**config.mk**
```make
export PLATFORM = sky130hd
export DESIGN_NAME = id_ex_stage_flat
export DESIGN_NICKNAME = d
export VERILOG_FILES = /design/src/rtl/id_ex_if.sv /design/src/rtl/id_ex_stage.sv /design/src/flat_wrapper.sv
export SDC_FILE = /design/constraint.sdc
export NUM_CORES = 1
export LEC_CHECK = 0
export CORE_AREA = 2 2 127 129
export DETAILED_ROUTE_END_ITERATION = 12
export DIE_AREA = 0 0 129 131
export GPL_ROUTABILITY_DRIVEN = 1
export PLACE_DENSITY = 0.7
export SLEW_MARGIN = 20
export SYNTH_ARGS = -nofsm -noshare
export SYNTH_HDL_FRONTEND = slang
export SYNTH_SLANG_ARGS = --single-unit
export TNS_END_PERCENT = 30
```
**constraint.sdc**
```tcl
create_clock -name clock -period 2 [get_ports clock]
set_clock_uncertainty 0.1 [all_clocks]
set_input_delay 0.3 -clock clock [delete_from_list [all_inputs] [get_ports clock]]
set_output_delay 0.3 -clock clock [all_outputs]
set_load 0.03 [all_outputs]
```
**src/rtl/id_ex_if.sv**
```systemverilog
// ID/EX stage bus: decoded ID fields, EX/MEM and MEM/WB writeback taps, EX outputs.
// master drives the ID/hazard side, slave is the pipeline register itself.
interface id_ex_if #(
    parameter int CNT_W = 16
);
    logic                stall;
    logic                flush;
    logic                id_valid;
    logic [4:0]          id_rs_addr;
    logic [4:0]          id_rt_addr;
    logic [4:0]          id_rd_addr;
    logic [31:0]         id_rs_data;
    logic [31:0]         id_rt_data;
    logic [3:0]          id_alu_op;
    logic [4:0]          id_shamt;
    logic                id_reg_write;
    logic                exmem_reg_write;
    logic [4:0]          exmem_rd_addr;
    logic [31:0]         exmem_result;
    logic                memwb_reg_write;
    logic [4:0]          memwb_rd_addr;
    logic [31:0]         memwb_result;

    logic signed [31:0]  ex_rs;
    logic [31:0]         ex_rs_unsigned;
    logic signed [31:0]  ex_rt;
    logic [31:0]         ex_rt_unsigned;
    logic [3:0]          ex_alu_op;
    logic [4:0]          ex_shamt;
    logic [4:0]          ex_rd_addr;
    logic                ex_reg_write;
    logic                ex_valid;
    logic [CNT_W-1:0]    bubble_count;

    modport master (
        output stall, flush, id_valid, id_rs_addr, id_rt_addr, id_rd_addr,
               id_rs_data, id_rt_data, id_alu_op, id_shamt, id_reg_write,
               exmem_reg_write, exmem_rd_addr, exmem_result,
               memwb_reg_write, memwb_rd_addr, memwb_result,
        input  ex_rs, ex_rs_unsigned, ex_rt, ex_rt_unsigned, ex_alu_op,
               ex_shamt, ex_rd_addr, ex_reg_write, ex_valid, bubble_count
    );

    modport slave (
        input  stall, flush, id_valid, id_rs_addr, id_rt_addr, id_rd_addr,
               id_rs_data, id_rt_data, id_alu_op, id_shamt, id_reg_write,
               exmem_reg_write, exmem_rd_addr, exmem_result,
               memwb_reg_write, memwb_rd_addr, memwb_result,
        output ex_rs, ex_rs_unsigned, ex_rt, ex_rt_unsigned, ex_alu_op,
               ex_shamt, ex_rd_addr, ex_reg_write, ex_valid, bubble_count
    );
endinterface

```
**src/rtl/id_ex_stage.sv**
```systemverilog
// ID/EX pipeline register feeding the EX-stage ALU.
// Captures decoded fields on posedge clock, supports stall (hold) and flush
// (bubble), counts loaded bubbles with a saturating counter.
// Optional feature macro ID_EX_FWD_EN: operand forwarding from EX/MEM and
// MEM/WB at capture time, plus MEM/WB refresh of held operands during stall.
module id_ex_stage #(
    parameter int CNT_W = 16
) (
    input  logic    clock,
    input  logic    reset,
    id_ex_if.slave  bus
);
    logic [31:0]      r_rs;
    logic [31:0]      r_rt;
    logic [3:0]       r_alu_op;
    logic [4:0]       r_shamt;
    logic [4:0]       r_rd_addr;
    logic             r_reg_write;
    logic             r_valid;
    logic [4:0]       r_rs_addr;
    logic [4:0]       r_rt_addr;
    logic [CNT_W-1:0] r_count;

    logic [31:0]      w_rs_sel;
    logic [31:0]      w_rt_sel;
    logic             w_rs_refresh;
    logic             w_rt_refresh;
    logic [CNT_W-1:0] w_count_inc;

`ifdef ID_EX_FWD_EN
    // Operand source select (EX/MEM over MEM/WB, never $0) and held-operand refresh match
    always_comb begin
        w_rs_sel = bus.id_rs_data;
        if (bus.exmem_reg_write && bus.exmem_rd_addr == bus.id_rs_addr && bus.id_rs_addr != 5'd0)
            w_rs_sel = bus.exmem_result;
        else if (bus.memwb_reg_write && bus.memwb_rd_addr == bus.id_rs_addr && bus.id_rs_addr != 5'd0)
            w_rs_sel = bus.memwb_result;

        w_rt_sel = bus.id_rt_data;
        if (bus.exmem_reg_write && bus.exmem_rd_addr == bus.id_rt_addr && bus.id_rt_addr != 5'd0)
            w_rt_sel = bus.exmem_result;
        else if (bus.memwb_reg_write && bus.memwb_rd_addr == bus.id_rt_addr && bus.id_rt_addr != 5'd0)
            w_rt_sel = bus.memwb_result;

        w_rs_refresh = bus.memwb_reg_write && bus.memwb_rd_addr != 5'd0 && bus.memwb_rd_addr == r_rs_addr;
        w_rt_refresh = bus.memwb_reg_write && bus.memwb_rd_addr != 5'd0 && bus.memwb_rd_addr == r_rt_addr;
    end
`else
    // Without forwarding the register file values go straight through and held operands never change
    assign w_rs_sel     = bus.id_rs_data;
    assign w_rt_sel     = bus.id_rt_data;
    assign w_rs_refresh = 1'b0;
    assign w_rt_refresh = 1'b0;

    logic w_unused;
    assign w_unused = ^{bus.exmem_reg_write, bus.exmem_rd_addr, bus.exmem_result,
                        bus.memwb_reg_write, bus.memwb_rd_addr, r_rs_addr, r_rt_addr};
`endif

    // Bubble counter next value, sticking at all-ones
    assign w_count_inc = (r_count == {CNT_W{1'b1}}) ? r_count
                                                   : r_count + {{(CNT_W-1){1'b0}}, 1'b1};

    // Pipeline register: reset > flush > stall > load (bubble when ID is empty)
    always_ff @(posedge clock) begin
        if (reset) begin
            r_rs        <= 32'd0;
            r_rt        <= 32'd0;
            r_alu_op    <= 4'd0;
            r_shamt     <= 5'd0;
            r_rd_addr   <= 5'd0;
            r_reg_write <= 1'b0;
            r_valid     <= 1'b0;
            r_rs_addr   <= 5'd0;
            r_rt_addr   <= 5'd0;
            r_count     <= {CNT_W{1'b0}};
        end else if (bus.flush || (!bus.stall && !bus.id_valid)) begin
            r_rs        <= 32'd0;
            r_rt        <= 32'd0;
            r_alu_op    <= 4'd0;
            r_shamt     <= 5'd0;
            r_rd_addr   <= 5'd0;
            r_reg_write <= 1'b0;
            r_valid     <= 1'b0;
            r_rs_addr   <= 5'd0;
            r_rt_addr   <= 5'd0;
            r_count     <= w_count_inc;
        end else if (bus.stall) begin
            if (r_valid) begin
                if (w_rs_refresh)
                    r_rs <= bus.memwb_result;
                if (w_rt_refresh)
                    r_rt <= bus.memwb_result;
            end
        end else begin
            r_rs        <= w_rs_sel;
            r_rt        <= w_rt_sel;
            r_alu_op    <= bus.id_alu_op;
            r_shamt     <= bus.id_shamt;
            r_rd_addr   <= bus.id_rd_addr;
            r_reg_write <= bus.id_reg_write;
            r_valid     <= 1'b1;
            r_rs_addr   <= bus.id_rs_addr;
            r_rt_addr   <= bus.id_rt_addr;
        end
    end

    assign bus.ex_rs          = r_rs;
    assign bus.ex_rs_unsigned = r_rs;
    assign bus.ex_rt          = r_rt;
    assign bus.ex_rt_unsigned = r_rt;
    assign bus.ex_alu_op      = r_alu_op;
    assign bus.ex_shamt       = r_shamt;
    assign bus.ex_rd_addr     = r_rd_addr;
    assign bus.ex_reg_write   = r_reg_write;
    assign bus.ex_valid       = r_valid;
    assign bus.bubble_count   = r_count;
endmodule

```
**src/flat_wrapper.sv**
```systemverilog
// flat-port wrapper written by rule: the top's interface ports become plain ports
module id_ex_stage_flat 
#(
    parameter int CNT_W = 16
)
  (clock, reset, bus_stall, bus_flush, bus_id_valid, bus_id_rs_addr, bus_id_rt_addr, bus_id_rd_addr, bus_id_rs_data, bus_id_rt_data, bus_id_alu_op, bus_id_shamt, bus_id_reg_write, bus_exmem_reg_write, bus_exmem_rd_addr, bus_exmem_result, bus_memwb_reg_write, bus_memwb_rd_addr, bus_memwb_result, bus_ex_rs, bus_ex_rs_unsigned, bus_ex_rt, bus_ex_rt_unsigned, bus_ex_alu_op, bus_ex_shamt, bus_ex_rd_addr, bus_ex_reg_write, bus_ex_valid, bus_bubble_count);
  id_ex_if #(.CNT_W(CNT_W)) bus_i ();
  input  logic clock;
  input  logic reset;
  input wire logic [$bits(bus_i.stall)-1:0] bus_stall;
  input wire logic [$bits(bus_i.flush)-1:0] bus_flush;
  input wire logic [$bits(bus_i.id_valid)-1:0] bus_id_valid;
  input wire logic [$bits(bus_i.id_rs_addr)-1:0] bus_id_rs_addr;
  input wire logic [$bits(bus_i.id_rt_addr)-1:0] bus_id_rt_addr;
  input wire logic [$bits(bus_i.id_rd_addr)-1:0] bus_id_rd_addr;
  input wire logic [$bits(bus_i.id_rs_data)-1:0] bus_id_rs_data;
  input wire logic [$bits(bus_i.id_rt_data)-1:0] bus_id_rt_data;
  input wire logic [$bits(bus_i.id_alu_op)-1:0] bus_id_alu_op;
  input wire logic [$bits(bus_i.id_shamt)-1:0] bus_id_shamt;
  input wire logic [$bits(bus_i.id_reg_write)-1:0] bus_id_reg_write;
  input wire logic [$bits(bus_i.exmem_reg_write)-1:0] bus_exmem_reg_write;
  input wire logic [$bits(bus_i.exmem_rd_addr)-1:0] bus_exmem_rd_addr;
  input wire logic [$bits(bus_i.exmem_result)-1:0] bus_exmem_result;
  input wire logic [$bits(bus_i.memwb_reg_write)-1:0] bus_memwb_reg_write;
  input wire logic [$bits(bus_i.memwb_rd_addr)-1:0] bus_memwb_rd_addr;
  input wire logic [$bits(bus_i.memwb_result)-1:0] bus_memwb_result;
  output wire logic [$bits(bus_i.ex_rs)-1:0] bus_ex_rs;
  output wire logic [$bits(bus_i.ex_rs_unsigned)-1:0] bus_ex_rs_unsigned;
  output wire logic [$bits(bus_i.ex_rt)-1:0] bus_ex_rt;
  output wire logic [$bits(bus_i.ex_rt_unsigned)-1:0] bus_ex_rt_unsigned;
  output wire logic [$bits(bus_i.ex_alu_op)-1:0] bus_ex_alu_op;
  output wire logic [$bits(bus_i.ex_shamt)-1:0] bus_ex_shamt;
  output wire logic [$bits(bus_i.ex_rd_addr)-1:0] bus_ex_rd_addr;
  output wire logic [$bits(bus_i.ex_reg_write)-1:0] bus_ex_reg_write;
  output wire logic [$bits(bus_i.ex_valid)-1:0] bus_ex_valid;
  output wire logic [$bits(bus_i.bubble_count)-1:0] bus_bubble_count;
  assign bus_i.stall = bus_stall;
  assign bus_i.flush = bus_flush;
  assign bus_i.id_valid = bus_id_valid;
  assign bus_i.id_rs_addr = bus_id_rs_addr;
  assign bus_i.id_rt_addr = bus_id_rt_addr;
  assign bus_i.id_rd_addr = bus_id_rd_addr;
  assign bus_i.id_rs_data = bus_id_rs_data;
  assign bus_i.id_rt_data = bus_id_rt_data;
  assign bus_i.id_alu_op = bus_id_alu_op;
  assign bus_i.id_shamt = bus_id_shamt;
  assign bus_i.id_reg_write = bus_id_reg_write;
  assign bus_i.exmem_reg_write = bus_exmem_reg_write;
  assign bus_i.exmem_rd_addr = bus_exmem_rd_addr;
  assign bus_i.exmem_result = bus_exmem_result;
  assign bus_i.memwb_reg_write = bus_memwb_reg_write;
  assign bus_i.memwb_rd_addr = bus_memwb_rd_addr;
  assign bus_i.memwb_result = bus_memwb_result;
  assign bus_ex_rs = bus_i.ex_rs;
  assign bus_ex_rs_unsigned = bus_i.ex_rs_unsigned;
  assign bus_ex_rt = bus_i.ex_rt;
  assign bus_ex_rt_unsigned = bus_i.ex_rt_unsigned;
  assign bus_ex_alu_op = bus_i.ex_alu_op;
  assign bus_ex_shamt = bus_i.ex_shamt;
  assign bus_ex_rd_addr = bus_i.ex_rd_addr;
  assign bus_ex_reg_write = bus_i.ex_reg_write;
  assign bus_ex_valid = bus_i.ex_valid;
  assign bus_bubble_count = bus_i.bubble_count;
  id_ex_stage #(.CNT_W(CNT_W)) u_core (.clock(clock), .reset(reset), .bus(bus_i));
endmodule
```
**Yosys cells after proc, flatten, opt, wreduce, memory -nomap -nowiden**

Index checks and enable logic that the tools add are counted.

- Register bits: 96
- Bits in latches: 0
- Bits in writable memories: 0
- Bits in read-only memories: 0
- Output and inout port bits: 160
- Logic and storage cells: 17
- Memories kept: 0

- Add/sub/neg operators: 1
- Multiply operators: 0
- Div/mod/pow operators: 0
- $lt $le $gt $ge: 0
- Equal/unequal tests: 1
- Shift operators: 0
- Muxes and demuxes: 0
- Bitwise operators: 1
- Reductions and logical operators: 6

Operators by type and width:

| kind | number |
|---|---|
| $add 16x1->16 const B | 1 |
| $eq 16x16->1 const B | 1 |
| $logic_not 1->1 | 2 |
| $reduce_and 2->1 | 1 |
| $reduce_or 2->1 | 1 |
| $logic_and 1x1->1 | 1 |
| $logic_or 1x1->1 | 1 |
| $not 1->1 | 1 |

**Depth between registers and ports, before layout**

- Depth in word-level cells: 4
- Mapped depth: 7

**Worst setup path before layout**

OpenSTA, ideal clock, no wires.

- Path type: flip-flop to flip-flop
- From: register u_core.r_count[0], in the netlist u_core.bus.bubble_count[0]
- To: register u_core.r_count[14], in the netlist u_core.bus.bubble_count[14]
- Library setup time: 0.123 ns
- Data arrival time: 1.917 ns
- Required time: 1.777 ns
- Path slack: -0.140 ns
- Stages on the path, launching flop included: 6
- Buffers on the path: 0
- Period minus slack after synthesis: 2.140 ns
- Path through: dfxtp_1 -> ha_1 -> nand3_1 -> or3_1 -> nor4_1 -> mux2_1

- Word-level cells in the longest chain between the ends: 3

RTL lines:

| what | RTL line | RTL |
|---|---|---|
| start, declared | id_ex_stage.sv:22 | `logic [CNT_W-1:0] r_count;` |
| start signal, assigned | id_ex_stage.sv:76 | `r_count <= {CNT_W{1'b0}};` |
| start signal, assigned | id_ex_stage.sv:87 | `r_count <= w_count_inc;` |
| parallel branches: the longest is 3 deep, another holds $add 16x1->16 | -- |  |

Several ways; the timed one is not identified.
A chain may end at the register's enable or synchronous reset.

**Final worst setup path**

- From: register u_core.r_count[13], in the netlist u_core.bus.bubble_count[13]
- To: output bus_bubble_count[13]

RTL lines:

| what | RTL line | RTL |
|---|---|---|
| end, declared | flat_wrapper.sv:36 | `output wire logic [$bits(bus_i.bubble_count)-1:0] bus_bubble_count;` |

No word-level cell between the ends.

==> summary.md <==
| Metric | Value |
|---|---|
| Syn Inst Count | `423` |
| Die height | `approximately 130 um` |
| Avg Inst Size Synth | `9.68 sq um` |
| TritonCTS buffer count | `9` |
| Count of instances resized after the clock tree is built | `0` |
| Number of antenna violations at the first check in global routing | `0` |
| Standard cell core area | `0.0156 sq mm` |
| Aggregate global-route resource usage | `around 13%` |
| Sum of routed wire length over all layers | `between 10000 and 15000 um` |
| Minimum hold slack | `0.353 ns` |
| Vias in the first global route | `3426` |
| First-pass GRT wire length | `17100 um` |
| Warnings from Yosys | `0` |
| Post-synthesis sequential area ratio | `46.9%` |
| Clock tree from TritonCTS | `built` |
| Biggest area contributors in the synthesized netlist | `sky130_fd_sc_hd__dfxtp_1 47%, sky130_fd_sc_hd__mux2i_1 20%, sky130_fd_sc_hd__buf_4 12%, sky130_fd_sc_hd__nor2_1 7.6%, sky130_fd_sc_hd__clkbuf_1 1.7%` |
| Final min period | `1.92 ns` |
| Proportion of register bits with asynchronous set or reset after synthesis | `0%` |
| Period utilisation layout | `95.8%` |
| Total area of multi-input combinational cells | `0.00159 sq mm` |
| Starting density of the core | `26.2%` |
| Final Max Tran Viols | `0` |
| Register Area | `~0.0019 sq mm` |
| Avg Vias per Cell | `4.26` |
| Reported max-cap violation count | `0` |
| Worst setup path class | `reg2out` |
| Horizontal die dimension | `~130 um` |
| Count of cell types in the netlist | `31` |
| Transition time at the pin with the least slew margin | `0.632 ns` |
| Leading cell types by count after synthesis | `96 x sky130_fd_sc_hd__dfxtp_1, 83 x sky130_fd_sc_hd__nor2_1, 81 x sky130_fd_sc_hd__mux2i_1` |
| Data arrival time of the worst path | `approximately 1.5 ns` |
| Number of filler instances in the final layout | `1479` |
| Primary FF master, synth | `sky130_fd_sc_hd__dfxtp_1` |
| Count of inserted antenna diode cells | `0` |
| Count of H-tree levels built during CTS | `3` |
| Nets | `779` |
| Critical path launch point type | `flip-flop` |
| Post-synthesis to final-layout area growth | `64.5%` |
| Cell area reported after detailed placement | `roughly 0.0064 sq mm` |
| Master of the slowest instance on the critical path | `sky130_fd_sc_hd__clkdlybuf4s50_1` |
| Area leader, netlist | `sky130_fd_sc_hd__dfxtp_1` |
| Crit path capture type | `output pin` |
| Buffers & Inverters on Critical Path | `1` |
| Final weighted congestion in routability-driven placement | `0.801` |
| Total die area | `between 0.015 and 0.02 sq mm` |
| Setup-violating endpoint count in the final report | `0` |
| Total negative slack for setup checks | `0 ns` |
| CTS Sinks | `96` |
| Cell count of the worst hold path | `2` |
| Cell Chain, Critical Path | `clkdlybuf4s50_1` |
| Total DRC errors in the routed layout | `0` |
| Std cell rows | `46` |
| Clock Tree Root | `sky130_fd_sc_hd__clkbuf_16` |
| Peak clock frequency supported by timing | `522 MHz` |
| First-pass iteration count of the detailed router | `4` |
| Skew-Pair Late Insertion Delay | `between 0.3 and 0.4 ns` |
| Half-perimeter wire length of the detailed placement result | `8450 um` |
| Detailed-route via count | `3535` |
| Port Buffers | `between 200 and 250` |
| Family with the most delay on the worst path | `buffers and inverters` |
| Result of the run | `complete, no violations` |
| Post-synth top area share | `46.9%` |
| Stage delay of the slowest cell on the critical path | `0.72 ns` |
| Hold Fails Final Rpt | `0` |
| Cell with the most instances after synthesis | `sky130_fd_sc_hd__dfxtp_1` |
| Path type of the worst min-delay path | `reg2reg` |
| Fraction of final layout cells sized beyond drive strength 1 | `under 10%` |
| Post CTS Setup Buffer Count | `0` |
| Number of enable-type register cells in the synthesized netlist | `0` |
| Pwr/cell area | `688 mW/mm^2` |
| Total design power | `4.64 mW` |
| Remaining antenna violation count | `0` |
| Maximum fanout along the worst path | `7` |
| Post-CTS Hold Buffers | `0` |
| Reg clk slew, reported paths | `~0.060 ns` |
| CTS max path bufs | `2` |
| Worst vdd rail ir drop | `0.424 mV` |
| Leakage power | `2.58 nW` |
| Iter 0 DRT Violations | `160` |
| Synth Register Bits | `96` |
| I/O pin count | `330` |
| Tightest slew margin relative to the limit | `57.8%` |
| Post-Syn Area | `0.00409 sq mm` |
| Post-route cell area | `0.00674 sq mm` |
| CP Depth | `1` |
| Reg2Reg Depth | `6` |
| Data required time of the critical path | `1.60 ns` |
| Largest net degree at the start of global routing | `81` |
| Final routed wire length divided by cell count | `roughly 14 um` |
| GR Overflow Total | `0` |
| Number of nets produced by synthesis | `594` |
| Setup repair after global routing missed its margin | `no` |
through the flow:
stage | setup WS (ns) | utilization [%] | std cells
after floorplan | 0.000833 | - | 423
after global placement | -0.234 | 41.0 | 813
after global routing | 0.00492 | 43.2 | 829
after CTS | 0.0553 | 43.2 | 829
after detailed placement | -0.236 | 41.0 | 813
final | 0.0835 | 43.2 | 829
metal layers:
metal / up-vias / part of all wire, % / track usage, %
met3: 12 / 8.1 / 3.99
met5: - / 0 / 0
met1: 1636 / 39 / 14.1
met4: 0 / 1.6 / 5.56
li1: 1735 / - / -
met2: 152 / 51 / 22.9
worst paths after layout:
| check | from | endpoint | slack (ns) |
|---|---|---|---|
| max reg2reg | u_core.bus.bubble_count[0]$_SDFFE_PP0P_ | u_core.bus.bubble_count[10]$_SDFFE_PP0P_ | 0.09 |
| min reg2reg | u_core.bus.ex_valid$_SDFFE_PP0N_ | u_core.bus.ex_valid$_SDFFE_PP0N_ | 0.35 |
| min | u_core.bus.ex_valid$_SDFFE_PP0N_ | u_core.bus.ex_valid$_SDFFE_PP0N_ | 0.35 |
| max | u_core.bus.bubble_count[13]$_SDFFE_PP0P_ | bus_bubble_count[13] | 0.08 |
power by group:
| part | switching (mW) | internal, mW | leakage [nW] |
|---|---|---|---|
| logic | 0.347 | 0.379 | 1.64 |
| clock network | 0.739 | 1.17 | 0.164 |
| registers | 0.0384 | 1.96 | 0.781 |
registers in the layout, indices dropped and copies added (netlist names):
signal and count:
u_core.bus.ex_rt 32, u_core.bus.ex_rd_addr 5, u_core.bus.ex_reg_write 1, u_core.bus.bubble_count 16, u_core.bus.ex_alu_op 4, u_core.bus.ex_valid 1
u_core.bus.ex_rs 32, u_core.bus.ex_shamt 5
layout make-up:
class / count / area share (%)
Inverter: 2 / 0.111
Multi-Input combinational cell: 238 / 23.5
Sequential cell: 96 / 28.6
Clock buffer: 10 / 3.72
Clock inverter: 6 / 1.34
Timing Repair Buffer: 261 / 38.6
Tap cell: 216 / 4.01
placed cells by master, fill, tap and decap left out, types with 5 or more instances in the layout:
cell and n:
sky130_fd_sc_hd__clkdlybuf4s50_1 242, sky130_fd_sc_hd__dfxtp_1 92, sky130_fd_sc_hd__nor2_1 83, sky130_fd_sc_hd__mux2i_1 81, sky130_fd_sc_hd__buf_4 16, sky130_fd_sc_hd__a21oi_1 13
sky130_fd_sc_hd__clkbuf_16 10, sky130_fd_sc_hd__nand2_1 7, sky130_fd_sc_hd__or3_1 7, sky130_fd_sc_hd__nand3_1 6, sky130_fd_sc_hd__o31ai_1 6, sky130_fd_sc_hd__or4_1 6
sky130_fd_sc_hd__o21ai_1 5
kinds of logic (layout without fill, tap and decap cells):
family / count (synthesis) / after routing / synth area share, %
fa+ha+maj: 1 / 1 / 0.306
buf+inv: 89 / 279 / 14.4
mux: 83 / 83 / 20.4
flops: 96 / 96 / 46.9
compound gates: 28 / 28 / 3.97
simple gates: 126 / 126 / 14.0
No activity file was read; power rests on OpenSTA's default activity.
